--- config.mk ---
export PLATFORM = sky130hd
export DESIGN_NAME = wb_grf
export DESIGN_NICKNAME = d
export VERILOG_FILES = /design/src/rtl/cpu_pkg.sv /design/src/rtl/wb_grf_load_ext.sv /design/src/rtl/wb_grf.sv
export SDC_FILE = /design/constraint.sdc
export NUM_CORES = 2
export LEC_CHECK = 0
export BUFFER_PORTS_ARGS = -buffer_cell sky130_fd_sc_hd__buf_4
export CORE_MARGIN = 1.5
export CORE_UTILIZATION = 57
export CTS_BUF_LIST = sky130_fd_sc_hd__clkbuf_4
export DETAILED_ROUTE_END_ITERATION = 6
export GPL_ROUTABILITY_DRIVEN = 0
export PLACE_DENSITY = 0.88
export SLEW_MARGIN = 20
export SYNTH_ARGS = -nofsm -noshare
export SYNTH_HDL_FRONTEND = slang
export SYNTH_SLANG_ARGS = --single-unit
--- constraint.sdc ---
create_clock -name clk -period 33 [get_ports clk]
set_input_delay 3.3 -clock clk [delete_from_list [all_inputs] [get_ports clk]]
set_output_delay 3.3 -clock clk [all_outputs]
set_load 0.01 [all_outputs]
--- src/rtl/cpu_pkg.sv ---
// Shared CPU encodings: load-extension ops, write-back source selects and
// the hardwired-zero register index.
package cpu_pkg;

  typedef enum logic [1:0] {
    LOAD_W  = 2'b00,  // full word, unchanged
    LOAD_B  = 2'b01,  // signed byte
    LOAD_H  = 2'b10,  // signed half
    LOAD_BU = 2'b11   // unsigned byte
  } load_op_e;

  typedef enum logic [1:0] {
    WD_AR  = 2'b00,   // ALU result
    WD_DM  = 2'b01,   // extended load data
    WD_PC8 = 2'b10,   // link address
    WD_CP0 = 2'b11    // mfc0 value
  } wd_sel_e;

  localparam logic [4:0] REG_ZERO = 5'd0;

endpackage

--- src/rtl/wb_grf_load_ext.sv ---
// Load extractor: picks the addressed byte/half out of the raw DM word and
// sign- or zero-extends it to the datapath width.
module load_ext
  import cpu_pkg::*;
#(
  parameter int DATA_W = 32
) (
  input  logic [DATA_W-1:0] i_data,
  input  logic [1:0]        i_off,
  input  logic [1:0]        i_op,
  output logic [DATA_W-1:0] o_data
);

  logic [7:0]  w_byte;
  logic [15:0] w_half;

  // Lane select: byte by full offset, half by offset[1] only.
  always_comb begin
    w_byte = 8'h00;
    case (i_off)
      2'd0:    w_byte = i_data[7:0];
      2'd1:    w_byte = i_data[15:8];
      2'd2:    w_byte = i_data[23:16];
      default: w_byte = i_data[31:24];
    endcase
    w_half = i_off[1] ? i_data[31:16] : i_data[15:0];
  end

  // Extension according to the load type.
  always_comb begin
    o_data = i_data;
    case (i_op)
      LOAD_B:  o_data = {{(DATA_W-8){w_byte[7]}}, w_byte};
      LOAD_H:  o_data = {{(DATA_W-16){w_half[15]}}, w_half};
      LOAD_BU: o_data = {{(DATA_W-8){1'b0}}, w_byte};
      default: o_data = i_data;
    endcase
  end

endmodule

--- src/rtl/wb_grf.sv ---
// Write-back stage plus the general register file. W-stage results are
// bypassed straight into the D-stage read ports so D never stalls on a
// same-cycle write-back.
module wb_grf
  import cpu_pkg::*;
#(
  parameter int DATA_W   = 32,
  parameter int REG_N    = 32,
  parameter bit TRACE_EN = 1'b1
) (
  input  logic              clk,
  input  logic              reset,
  input  logic [31:0]       W_instr,
  input  logic [DATA_W-1:0] W_pc,
  input  logic [DATA_W-1:0] W_pc8,
  input  logic [4:0]        W_A3,
  input  logic [DATA_W-1:0] W_AR,
  input  logic [DATA_W-1:0] W_Datam,
  input  logic [DATA_W-1:0] W_CP0out,
  input  logic [1:0]        W_loadOp,
  input  logic [1:0]        W_wdSel,
  input  logic [4:0]        D_A1,
  input  logic [4:0]        D_A2,
  output logic [DATA_W-1:0] D_RD1,
  output logic [DATA_W-1:0] D_RD2,
  output logic [DATA_W-1:0] W_WD,
  output logic              W_we,
  output logic [DATA_W-1:0] trace_pc,
  output logic [4:0]        trace_reg,
  output logic [DATA_W-1:0] trace_data,
  output logic [31:0]       retire_cnt
);

  logic [REG_N-1:0][DATA_W-1:0] r_grf;
  logic [31:0]                  r_retire_cnt;
  logic [DATA_W-1:0]            w_ld_data;
  logic [DATA_W-1:0]            w_wd;
  logic                         w_we;

  load_ext #(.DATA_W(DATA_W)) u_load_ext (
    .i_data (W_Datam),
    .i_off  (W_AR[1:0]),
    .i_op   (W_loadOp),
    .o_data (w_ld_data)
  );

  // Write-back source mux; bubbles carry A3 = 0 so they never enable a write.
  always_comb begin
    w_wd = W_AR;
    case (W_wdSel)
      WD_DM:   w_wd = w_ld_data;
      WD_PC8:  w_wd = W_pc8;
      WD_CP0:  w_wd = W_CP0out;
      default: w_wd = W_AR;
    endcase
    w_we = (W_A3 != REG_ZERO);
  end

  assign W_WD = w_wd;
  assign W_we = w_we;

  // Register file: async clear, reg 0 never written because w_we excludes it.
  always_ff @(posedge clk or posedge reset) begin
    if (reset)     r_grf <= '0;
    else if (w_we) r_grf[W_A3] <= w_wd;
  end

  // Read ports with same-cycle W bypass; address 0 always reads zero.
  always_comb begin
    D_RD1 = '0;
    D_RD2 = '0;
    if (D_A1 != REG_ZERO) D_RD1 = (D_A1 == W_A3) ? w_wd : r_grf[D_A1];
    if (D_A2 != REG_ZERO) D_RD2 = (D_A2 == W_A3) ? w_wd : r_grf[D_A2];
  end

  // Retire counter: every non-bubble instruction in W, wrapping naturally.
  always_ff @(posedge clk or posedge reset) begin
    if (reset)                r_retire_cnt <= '0;
    else if (W_instr != '0)   r_retire_cnt <= r_retire_cnt + 32'd1;
  end

  assign retire_cnt = r_retire_cnt;

  // Trace mirrors the register write of this cycle, zero otherwise.
  generate
    if (TRACE_EN) begin : g_trace
      always_comb begin
        trace_pc   = '0;
        trace_reg  = '0;
        trace_data = '0;
        if (w_we) begin
          trace_pc   = W_pc;
          trace_reg  = W_A3;
          trace_data = w_wd;
        end
      end
    end else begin : g_no_trace
      assign trace_pc   = '0;
      assign trace_reg  = '0;
      assign trace_data = '0;
    end
  endgenerate

endmodule

==> flow_summary_export.csv <==
group,metric,value,unit
critical_path,r2r-start,"retire_cnt[3]",
placed_design,port_buffers,410,
die,io_pins,411,
critical_path,crit_path_start,"D_A2[0]",
yosys,synth_area,56920,um2
yosys,synthCells,5644,
power_and_ir_drop,seq_power_share,0.468,
routing,num_vias,52440,
sta,drv_slew,0,
sta,tightest_slew,1.363,ns
power_and_ir_drop,power_leakage,29.24,nW
yosys,syn_nets,5858,
final_layout,area_growth,12.19,%
clock_network,cts_tree,"done",
clock_network,clk_pin_slew_worst_paths,0.06,ns
critical_path,end_kind,"output pin",
yosys,synth_ff_type,"dfrtp_1",
clock_network,numCtsBuffers,278,
die,core_area,98710,um2
status,status,"finished with violations",
grt,grt_pass1_vias,52410,
yosys,postSynth.asyncResetShare,1.000,
sta,finalCritPeriodShare,0.3420,
sta,skew,0.02359,ns
die,die_area,101800,um2
sta,timing.final.hold_violations,0,
critical_path,path_cells,"buf_8 -> buf_4 -> buf_4 -> mux4_2 -> mux2i_1 -> o22ai_1 -> nor4_1 -> a211oi_1 -> buf_4",
run,max_cap_violations,0,
power_and_ir_drop,p_sw_frac,0.3378,
clock_network,cts-resized-gates,0,
power_and_ir_drop,p_comb_frac,0.245,
grt,grt_max_degree,165,
power_and_ir_drop,switchingPower,1.295,mW
die,die_height,319,um
critical_path,cp_common_cell,"buf_4",
sta,fmax,0.08861,GHz
routing,avgRoutedWirePerCell,29.10,um
status,failed_checks,"design-rule violations",
sta,whs,0.4000,ns
routing,routed_wl,213.1,mm
clock_network,cts_sinks,1056,
yosys,synth.avg_cell_area,10.08,um2
power_and_ir_drop,clockPowerShare,0.287,
final_layout,fin_area,63860,um2
clock_network,ctsHoldBuffers,0,
critical_path,worst-r2r-setup-slack,30.01,ns
routing,drc_errors,34,
die,row_count,115,
critical_path,rr_endpoint,"retire_cnt[22]",
power_and_ir_drop,p_int,2.539,mW
sta,grt_setup_unrepaired,"no",
die,start_util,0.5766,
critical_path,max_stage_delay,0.94,ns
final_layout,nets,6082,
sta,fin_crit,11.29,ns
power_and_ir_drop,cellPowerDensity,60.03,nW/um2
critical_path,cp-start-kind,"primary input",
routing,viasPerCell,7.159,
power_and_ir_drop,ir_worst_vdd,0.03815,mV
grt,grt_overflow,0,
yosys,yosysSeqAreaShare,0.4643,
grt,antenna_found_initial,15,
clock_network,clk_path_buf_depth,4,
clock_network,post_cts_buffers,0,
placed_design,placed_cell_area,60580,um2
final_layout,layout-drive-gt1-share,0.2268,
critical_path,endpoint,"D_RD2[26]",
routing,antenna_left,0,
sta,slew_headroom,0.09036,
worst_hold_path,min_path_type,"flop to flop",
clock_network,clock_latency,1.17,ns
grt,grt_usage,0.4158,
yosys,synth.ff_latch_count,1056,
sta,finalSetupTns,0,ns
grt,grt_pass1_wl,315.4,mm
sta,setup_viol,0,
routing,drt_pass1_iterations,7,
critical_path,crit_arrival,7.99,ns
clock_network,htreeDepth,5,
die,die_w,319,um
yosys,synth_edf_count,0,
critical_path,cp_slowest_cell,"buf_4",
critical_path,critical_path_peak_fanout,76,
critical_path,crit_type,"primary input to output pin",
critical_path,worstRegToRegCells,6,
yosys,yosysWarningCount,0,
placed_design,hpwlAfterDp,123.5,mm
routing,drt_iter0_drc,8753,
clock_network,cts-root-buf,"clkbuf_4",
yosys,synth.distinct_cells,58,
critical_path,worst-endpoint-required,29.70,ns
cell usage after synthesis (44+ instances only):
cell type	instances	area share
a211oi_1	67	0.0088
a21oi_1	44	0.0039
a22oi_1	169	0.022
buf_2	108	0.0095
clkbuf_1	428	0.028
dfrtp_1	1056	0.46
mux2i_1	486	0.085
mux4_2	324	0.13
nand2_1	1114	0.073
nand3_1	223	0.020
nor2_1	119	0.0078
nor3_1	61	0.0054
o21ai_0	1027	0.090
o22ai_1	45	0.0049
cell type report:
type | instances | area (um2)
Inverter | 44 | 170.2
Fill cell | 7022 | 34850
Sequential cell | 1056 | 26430
Antenna cell | 15 | 37.54
Clock buffer | 384 | 2883
Timing Repair Buffer | 531 | 4093
Multi-Input combinational cell | 3957 | 28360
Clock inverter | 51 | 275.3
Tap cell | 1287 | 1610
state kept, by name, summed over array words and instances (netlist names):
register / cells
retire_cnt: 32
r_grf: 1024
power by group through the flow:
stage	Clock, mW	Sequential (mW)	Combinational (mW)
after floorplan	0	1.73	0.633
after global placement	0	1.77	0.859
after detailed placement	0	1.80	0.903
after CTS	1.09	1.78	0.909
after global routing	1.17	1.82	1.01
final	1.10	1.79	0.938
logic make-up (layout without fill, tap and decap cells):
group,count (synthesis),in the layout,share of synthesized area
AOI/OAI and AO/OA,1452,1452,0.1473
xor gates and xnor gates,41,41,0.006309
adders and majority gates,1,1,0.0002198
buffers and inverters,631,1010,0.04491
DFF,1056,1056,0.4643
muxes,825,825,0.2166
other,0,15,0
and+or+nand+nor,1638,1638,0.1203
worst max-delay path, delay by kind of cell:
family | cells | cell delay [ns]
buffers and inverters | 4 | 2.57
AO/OA/AOI/OAI | 2 | 0.20
AND/OR/NAND/NOR | 1 | 0.90
multiplexers | 2 | 0.80
cells in the final DEF, fill, tap and decap left out, types with 7 or more instances in the layout:
cell type | netlist | routed
a31oi_1 | 8 | 8
mux2i_1 | 486 | 486
clkinv_1 | 0 | 40
clkbuf_4 | 0 | 384
nand4_1 | 11 | 11
o21ai_0 | 1027 | 1027
o22ai_1 | 45 | 45
a211oi_1 | 67 | 65
diode_2 | 0 | 15
a211oi_4 | 9 | 18
o2111ai_1 | 10 | 10
nor2b_1 | 16 | 9
inv_1 | 42 | 41
buf_4 | 1 | 520
and3_1 | 9 | 8
mux2_2 | 15 | 15
nand2_1 | 1114 | 1089
xor2_1 | 11 | 11
nor2_2 | 2 | 7
nand2b_1 | 11 | 9
a22oi_1 | 169 | 169
nand3_1 | 223 | 215
o221ai_2 | 0 | 8
and2_1 | 39 | 36
mux4_2 | 324 | 324
xnor2_1 | 30 | 30
nor2_1 | 119 | 110
a221oi_1 | 25 | 24
nor4_1 | 13 | 12
a21oi_1 | 44 | 44
nand2_2 | 0 | 25
dfrtp_1 | 1056 | 1056
nor3_1 | 61 | 60
metrics by stage:
stage	instances	setup slack (ns)	utilization	total power, mW
global placement	6873	22.00	0.6137	2.629
floorplan	5644	15.14	-	2.367
global route	7317	21.65	0.6467	3.991
finish	7325	21.71	0.6470	3.833
CTS	7308	21.91	0.6457	3.780
detailed placement	6873	21.91	0.6137	2.699
metal layers:
layer  part of all wire  track usage  vias to the layer above
li1                   -            -                    20860
met1               0.32       0.4915                    24950
met2               0.42       0.5956                     5128
met3               0.17       0.1880                     1502
met4              0.091       0.3102                        4
met5            0.00056     0.009456                        -
how the worst min path moves through the flow:
stage / from / end / slack, ns / cells after the start
floorplan: r_grf[0] / r_grf[0] / 0.44 / 1
global placement: r_grf[0] / r_grf[0] / 0.38 / 0
detailed placement: r_grf[30] / r_grf[30] / 0.38 / 0
CTS: r_grf[30] / r_grf[30] / 0.40 / 0
global route: r_grf[9] / r_grf[9] / 0.41 / 0
finish: r_grf[18] / r_grf[18] / 0.40 / 0
No activity file was read; power rests on OpenSTA's default activity.
